[src/rtl/dma_pkg.sv]
// Shared types and default widths for the single-word memory-to-memory DMA engine.
package dma_pkg;

  localparam int ADDR_W_DEFAULT = 4;
  localparam int DATA_W_DEFAULT = 8;

  typedef enum logic [1:0] {
    IDLE  = 2'd0,
    READ  = 2'd1,
    WRITE = 2'd2,
    DONE  = 2'd3
  } state_t;

  // The embedded array is written only on the edge that leaves WRITE.
  function automatic logic is_write_phase(input state_t s);
    return (s == WRITE);
  endfunction

endpackage

[src/rtl/dma_if.sv]
// Request and memory-port bundle between the DMA engine (master) and its environment (slave).
interface dma_if
  import dma_pkg::*;
#(
  parameter int ADDR_W = ADDR_W_DEFAULT,
  parameter int DATA_W = DATA_W_DEFAULT
);

  logic              start;
  logic [ADDR_W-1:0] src_addr;
  logic [ADDR_W-1:0] dst_addr;
  logic [DATA_W-1:0] mem_data_out;
  logic [ADDR_W-1:0] mem_addr;
  logic [DATA_W-1:0] mem_data_in;
  logic              mem_we_n;
  logic              mem_ce_n;
  logic              done;

  modport master (
    input  start, src_addr, dst_addr, mem_data_out,
    output mem_addr, mem_data_in, mem_we_n, mem_ce_n, done
  );

  modport slave (
    output start, src_addr, dst_addr, mem_data_out,
    input  mem_addr, mem_data_in, mem_we_n, mem_ce_n, done
  );

endinterface

[src/rtl/dma_controller.sv]
// Copies one word mem[src_addr] -> mem[dst_addr] per accepted start pulse, using an
// embedded register-file memory and a four-state Moore FSM with registered outputs.
module dma_controller
  import dma_pkg::*;
#(
  parameter int ADDR_W = ADDR_W_DEFAULT,
  parameter int DATA_W = DATA_W_DEFAULT
) (
  input  logic   clk,
  input  logic   rst,
  dma_if.master  bus
);

  localparam int DEPTH = 2 ** ADDR_W;

  // Not reset: contents survive a reset so an aborted transfer leaves memory intact.
  logic [DATA_W-1:0] mem [0:DEPTH-1];

  state_t            state;
  logic [ADDR_W-1:0] src_q;
  logic [ADDR_W-1:0] dst_q;
  logic [DATA_W-1:0] data_q;
  logic [ADDR_W-1:0] addr_q;
  logic              we_n_q;
  logic              ce_n_q;
  logic              done_q;

  // Outputs are registered alongside the state so each one already holds the
  // value decoded from the state being entered.
  always_ff @(posedge clk or posedge rst) begin
    if (rst) begin
      state  <= IDLE;
      src_q  <= '0;
      dst_q  <= '0;
      data_q <= '0;
      addr_q <= '0;
      we_n_q <= 1'b1;
      ce_n_q <= 1'b1;
      done_q <= 1'b0;
    end else begin
      case (state)
        IDLE: begin
          if (bus.start) begin
            src_q  <= bus.src_addr;
            dst_q  <= bus.dst_addr;
            addr_q <= bus.src_addr;
            ce_n_q <= 1'b0;
            we_n_q <= 1'b1;
            state  <= READ;
          end
        end
        READ: begin
          data_q <= bus.mem_data_out;
          addr_q <= dst_q;
          ce_n_q <= 1'b0;
          we_n_q <= 1'b0;
          state  <= WRITE;
        end
        WRITE: begin
          addr_q <= '0;
          ce_n_q <= 1'b1;
          we_n_q <= 1'b1;
          done_q <= 1'b1;
          state  <= DONE;
        end
        DONE: begin
          done_q <= 1'b0;
          state  <= IDLE;
        end
        default: begin
          addr_q <= '0;
          ce_n_q <= 1'b1;
          we_n_q <= 1'b1;
          done_q <= 1'b0;
          state  <= IDLE;
        end
      endcase
    end
  end

  // A reset during WRITE drops the state to IDLE before the edge, so no write occurs.
  always_ff @(posedge clk) begin
    if (is_write_phase(state)) begin
      mem[dst_q] <= data_q;
    end
  end

  assign bus.mem_addr    = addr_q;
  assign bus.mem_data_in = data_q;
  assign bus.mem_we_n    = we_n_q;
  assign bus.mem_ce_n    = ce_n_q;
  assign bus.done        = done_q;

endmodule

[src/flat_wrapper.sv]
// flat-port wrapper written by rule: the top's interface ports become plain ports
module dma_controller_flat import dma_pkg::*;
#(
  parameter int ADDR_W = ADDR_W_DEFAULT,
  parameter int DATA_W = DATA_W_DEFAULT
)
  (clk, rst, bus_start, bus_src_addr, bus_dst_addr, bus_mem_data_out, bus_mem_addr, bus_mem_data_in, bus_mem_we_n, bus_mem_ce_n, bus_done);
  dma_if #(.ADDR_W(ADDR_W), .DATA_W(DATA_W)) bus_i ();
  input  logic clk;
  input  logic rst;
  input wire logic [$bits(bus_i.start)-1:0] bus_start;
  input wire logic [$bits(bus_i.src_addr)-1:0] bus_src_addr;
  input wire logic [$bits(bus_i.dst_addr)-1:0] bus_dst_addr;
  input wire logic [$bits(bus_i.mem_data_out)-1:0] bus_mem_data_out;
  output wire logic [$bits(bus_i.mem_addr)-1:0] bus_mem_addr;
  output wire logic [$bits(bus_i.mem_data_in)-1:0] bus_mem_data_in;
  output wire logic [$bits(bus_i.mem_we_n)-1:0] bus_mem_we_n;
  output wire logic [$bits(bus_i.mem_ce_n)-1:0] bus_mem_ce_n;
  output wire logic [$bits(bus_i.done)-1:0] bus_done;
  assign bus_i.start = bus_start;
  assign bus_i.src_addr = bus_src_addr;
  assign bus_i.dst_addr = bus_dst_addr;
  assign bus_i.mem_data_out = bus_mem_data_out;
  assign bus_mem_addr = bus_i.mem_addr;
  assign bus_mem_data_in = bus_i.mem_data_in;
  assign bus_mem_we_n = bus_i.mem_we_n;
  assign bus_mem_ce_n = bus_i.mem_ce_n;
  assign bus_done = bus_i.done;
  dma_controller #(.ADDR_W(ADDR_W), .DATA_W(DATA_W)) u_core (.clk(clk), .rst(rst), .bus(bus_i));
endmodule
[config.mk]
export PLATFORM = sky130hd
export DESIGN_NAME = dma_controller_flat
export DESIGN_NICKNAME = d
export VERILOG_FILES = /design/src/rtl/dma_pkg.sv /design/src/rtl/dma_if.sv /design/src/rtl/dma_controller.sv /design/src/flat_wrapper.sv
export SDC_FILE = /design/constraint.sdc
export NUM_CORES = 1
export LEC_CHECK = 0
export ABC_AREA = 0
export CAP_MARGIN = 20
export CORE_MARGIN = 2
export CORE_UTILIZATION = 43
export CTS_BUF_LIST = sky130_fd_sc_hd__clkbuf_8 sky130_fd_sc_hd__clkbuf_16
export CTS_CLUSTER_SIZE = 40
export DETAILED_ROUTE_END_ITERATION = 12
export PLACE_DENSITY_LB_ADDON = 0.2
export REMOVE_ABC_BUFFERS = 1
export SYNTH_ARGS = -nofsm -noshare
export SYNTH_HDL_FRONTEND = slang
export SYNTH_SLANG_ARGS = --single-unit
[constraint.sdc]
create_clock -name clk -period 1.55 [get_ports clk]
set_input_delay 0.2325 -clock clk [delete_from_list [all_inputs] [get_ports clk]]
set_output_delay 0.2325 -clock clk [all_outputs]
set_load 0.01 [all_outputs]
==> results.py <==
metrics = {
    "timing": {
        "setup_viol": 0,
        "timing.setup.tns_ps": 0,
        "period_share": 0.949,
        "slew_headroom": 0.657,
        "rsz0062_at_grt": "false",
        "tightest_slew_ps": 514,
        "skew_ps": 1.89,
        "hold_viol": 0,
        "fin_crit_ps": 1470,
        "report.final.slew_viol_count": 0,
        "max_freq_ghz": 0.680,
        "hold_ws_ps": 300,
    },
    "route": {
        "postRouteAntennaNets": 0,
        "drtIter0Drc": 2,
        "avgRoutedWirePerCell_um": 12.3,
        "routed_wl_um": 1720,
        "viasPerCell": 4.69,
        "num_vias": 656,
        "drc_errors": 0,
        "first_pass_iters": 2,
    },
    "finish": {
        "final_common_cell": "clkdlybuf4s50_1",
        "final_cell_mix": "clkdlybuf4s50_1, dfrtp_1, mux2_2, inv_1, buf_4",
        "layout.nets": 138,
        "diodes": 0,
        "drive_above_1_share": 0.295,
        "syn_to_final_growth_pct": 46.2,
    },
    "floorplanning": {
        "num_rows": 17,
        "die_w_um": 51.3,
        "start_util": 0.443,
        "ios": 34,
        "core_um2": 2170,
        "dieArea_um2": 2630,
        "die_y_um": 51.3,
    },
    "global_routing": {
        "antenna_found_initial": 0,
        "grt_max_degree": 15,
        "overflow": 0,
        "grt_pass1_wl_um": 2810,
        "grt_use_total": 0.146,
        "grt_pass1_vias": 664,
    },
    "setup_path": {
        "cp-startpoint": "u_core.state[0]",
        "slowest_stage": "dfrtp_1",
        "required_ps": 1700,
        "end_kind": "flop",
        "crit_path_start_kind": "flop",
        "crit_buf_inv": 1,
        "path_delay_family": "flip-flops",
        "crit_path_cell_trace": "inv_2 > ha_1 > nor2b_4 > nor2_4 > mux2_4",
        "critPathKind": "flop to flop",
        "cp_max_fo": 6,
        "r2r_start": "u_core.state[0]",
        "cp.arrival_ps": 1620,
        "slowest_delay_ps": 380,
    },
    "power": {
        "static-leakage-power_uw": 0.000640,
        "ir_drop_mv": 1.15,
        "powerDensity_nw_per_um2": 2030,
    },
    "synthesis": {
        "synth_warnings": 0,
        "avgSynthCellArea_um2": 13.5,
        "syn_inst": 71,
        "yosysSeqAreaShare": 0.549,
        "syn_area_um2": 961,
        "ys_types": 17,
        "synth_seq_cells": 21,
    },
    "cts": {
        "clock_latency_ps": 260,
        "path_clk_slew_ps": 70,
        "postCtsHoldBufs": 0,
        "cts.sinks": 21,
        "root_buffer": "clkbuf_8",
        "cts_tree": "done",
        "htreeDepth": 1,
        "cts_buffer_depth": 2,
        "cts_buffers": 3,
    },
    "worst_hold_path": {
        "hold_class": "primary input to async pin",
    },
    "placed_design": {
        "dp_hpwl_um": 1270,
        "gp_congestion": 0.785,
        "port_buffers": 33,
    },
    "flow_run": {
        "maxCapViolCount": 0,
    },
    "run_status": {
        "status": "finished clean",
    },
}
## layer usage
metal	up-vias	global-route usage	share of wire
met5	-	0	0
met4	0	0.0789	0.019
met3	3	0.0351	0.055
met2	24	0.240	0.52
met1	303	0.177	0.41
li1	326	-	-
## timing repair
item,4_1_cts,5_1_grt
setup buffers,0,3
resized for setup,2,2
gates cloned,0,0
endpoints found under the setup margin,2,14
pin swaps,0,1
## state kept, by name, summed over array words and instances (netlist names)
signal,count
u_core.bus.mem_data_in,8
u_core.bus.mem_addr,4
u_core.dst_q,4
u_core.state,2
u_core.bus.done,1
u_core.bus.mem_ce_n,1
u_core.bus.mem_we_n,1
## kinds of logic after synthesis
group                    Yosys count  share of synthesized area
flip-flops                        21                      0.549
multiplexers                      18                      0.230
AND/OR/NAND/NOR                   10                     0.0638
buffers and inverters              9                     0.0391
AO/OA/AOI/OAI                      7                     0.0391
adder cells (fa/ha/maj)            6                     0.0781
## worst reg2reg max path: stages (launching register included)
cell	delay [ps]
dfrtp_1	380
inv_2	70
ha_1	210
nor2b_4	160
nor2_4	220
mux2_4	320
## power breakdown
group / internal (uW) / total (uW) / switching (uW)
combinational: 928 / 1530 / 601
clock: 176 / 345 / 169
sequential: 847 / 986 / 139
## synthesized netlist by cell type
cell type  number  area share
buf_1           1      0.0039
o21ai_0         5       0.026
o31ai_1         1      0.0078
nand2_1         1      0.0039
nor2_4          1       0.012
mux2_2         13        0.15
buf_4           1      0.0078
inv_1           7       0.027
mux2_4          5       0.078
dfstp_2         2       0.055
nor3_1          1      0.0052
nand3_1         4       0.021
nor2_1          2      0.0078
nor2b_4         1       0.014
a21oi_1         1      0.0052
ha_1            6       0.078
dfrtp_1        19        0.49
## path summary, 6_finish.rpt
path,endpoint,slack (ps),cells after the start
worst max-delay path,u_core.bus.mem_addr[2],80,5
worst min-delay path,u_core.bus.mem_data_in[3],300,2
worst max register to register,u_core.bus.mem_addr[2],80,5
worst min register to register,u_core.bus.done,500,2
max in group asynchronous,u_core.dst_q[1],780,3
min in group clk,u_core.bus.done,500,2
## per-stage QoR
step	util	cells	total power, uW	instance area (um^2)	worst slack, ps
final	0.648	140	2860	1410	79.0
after global routing	0.648	140	3070	1410	24.6
after floorplan	-	69	1890	950	145
after global placement	0.616	133	2440	1340	66.5
after detailed placement	0.616	133	2480	1340	33.5
after CTS	0.636	137	2820	1380	16.0
## cell type report
class	count	area (um^2)
Clock buffer	3	41.3
Clock inverter	1	3.75
Fill cell	186	764
Inverter	7	26.3
Multi-Input combinational cell	41	398
Sequential cell	21	528
Tap cell	28	35.0
Timing Repair Buffer	39	373
Note: power is estimated with default switching activity, not from simulation.
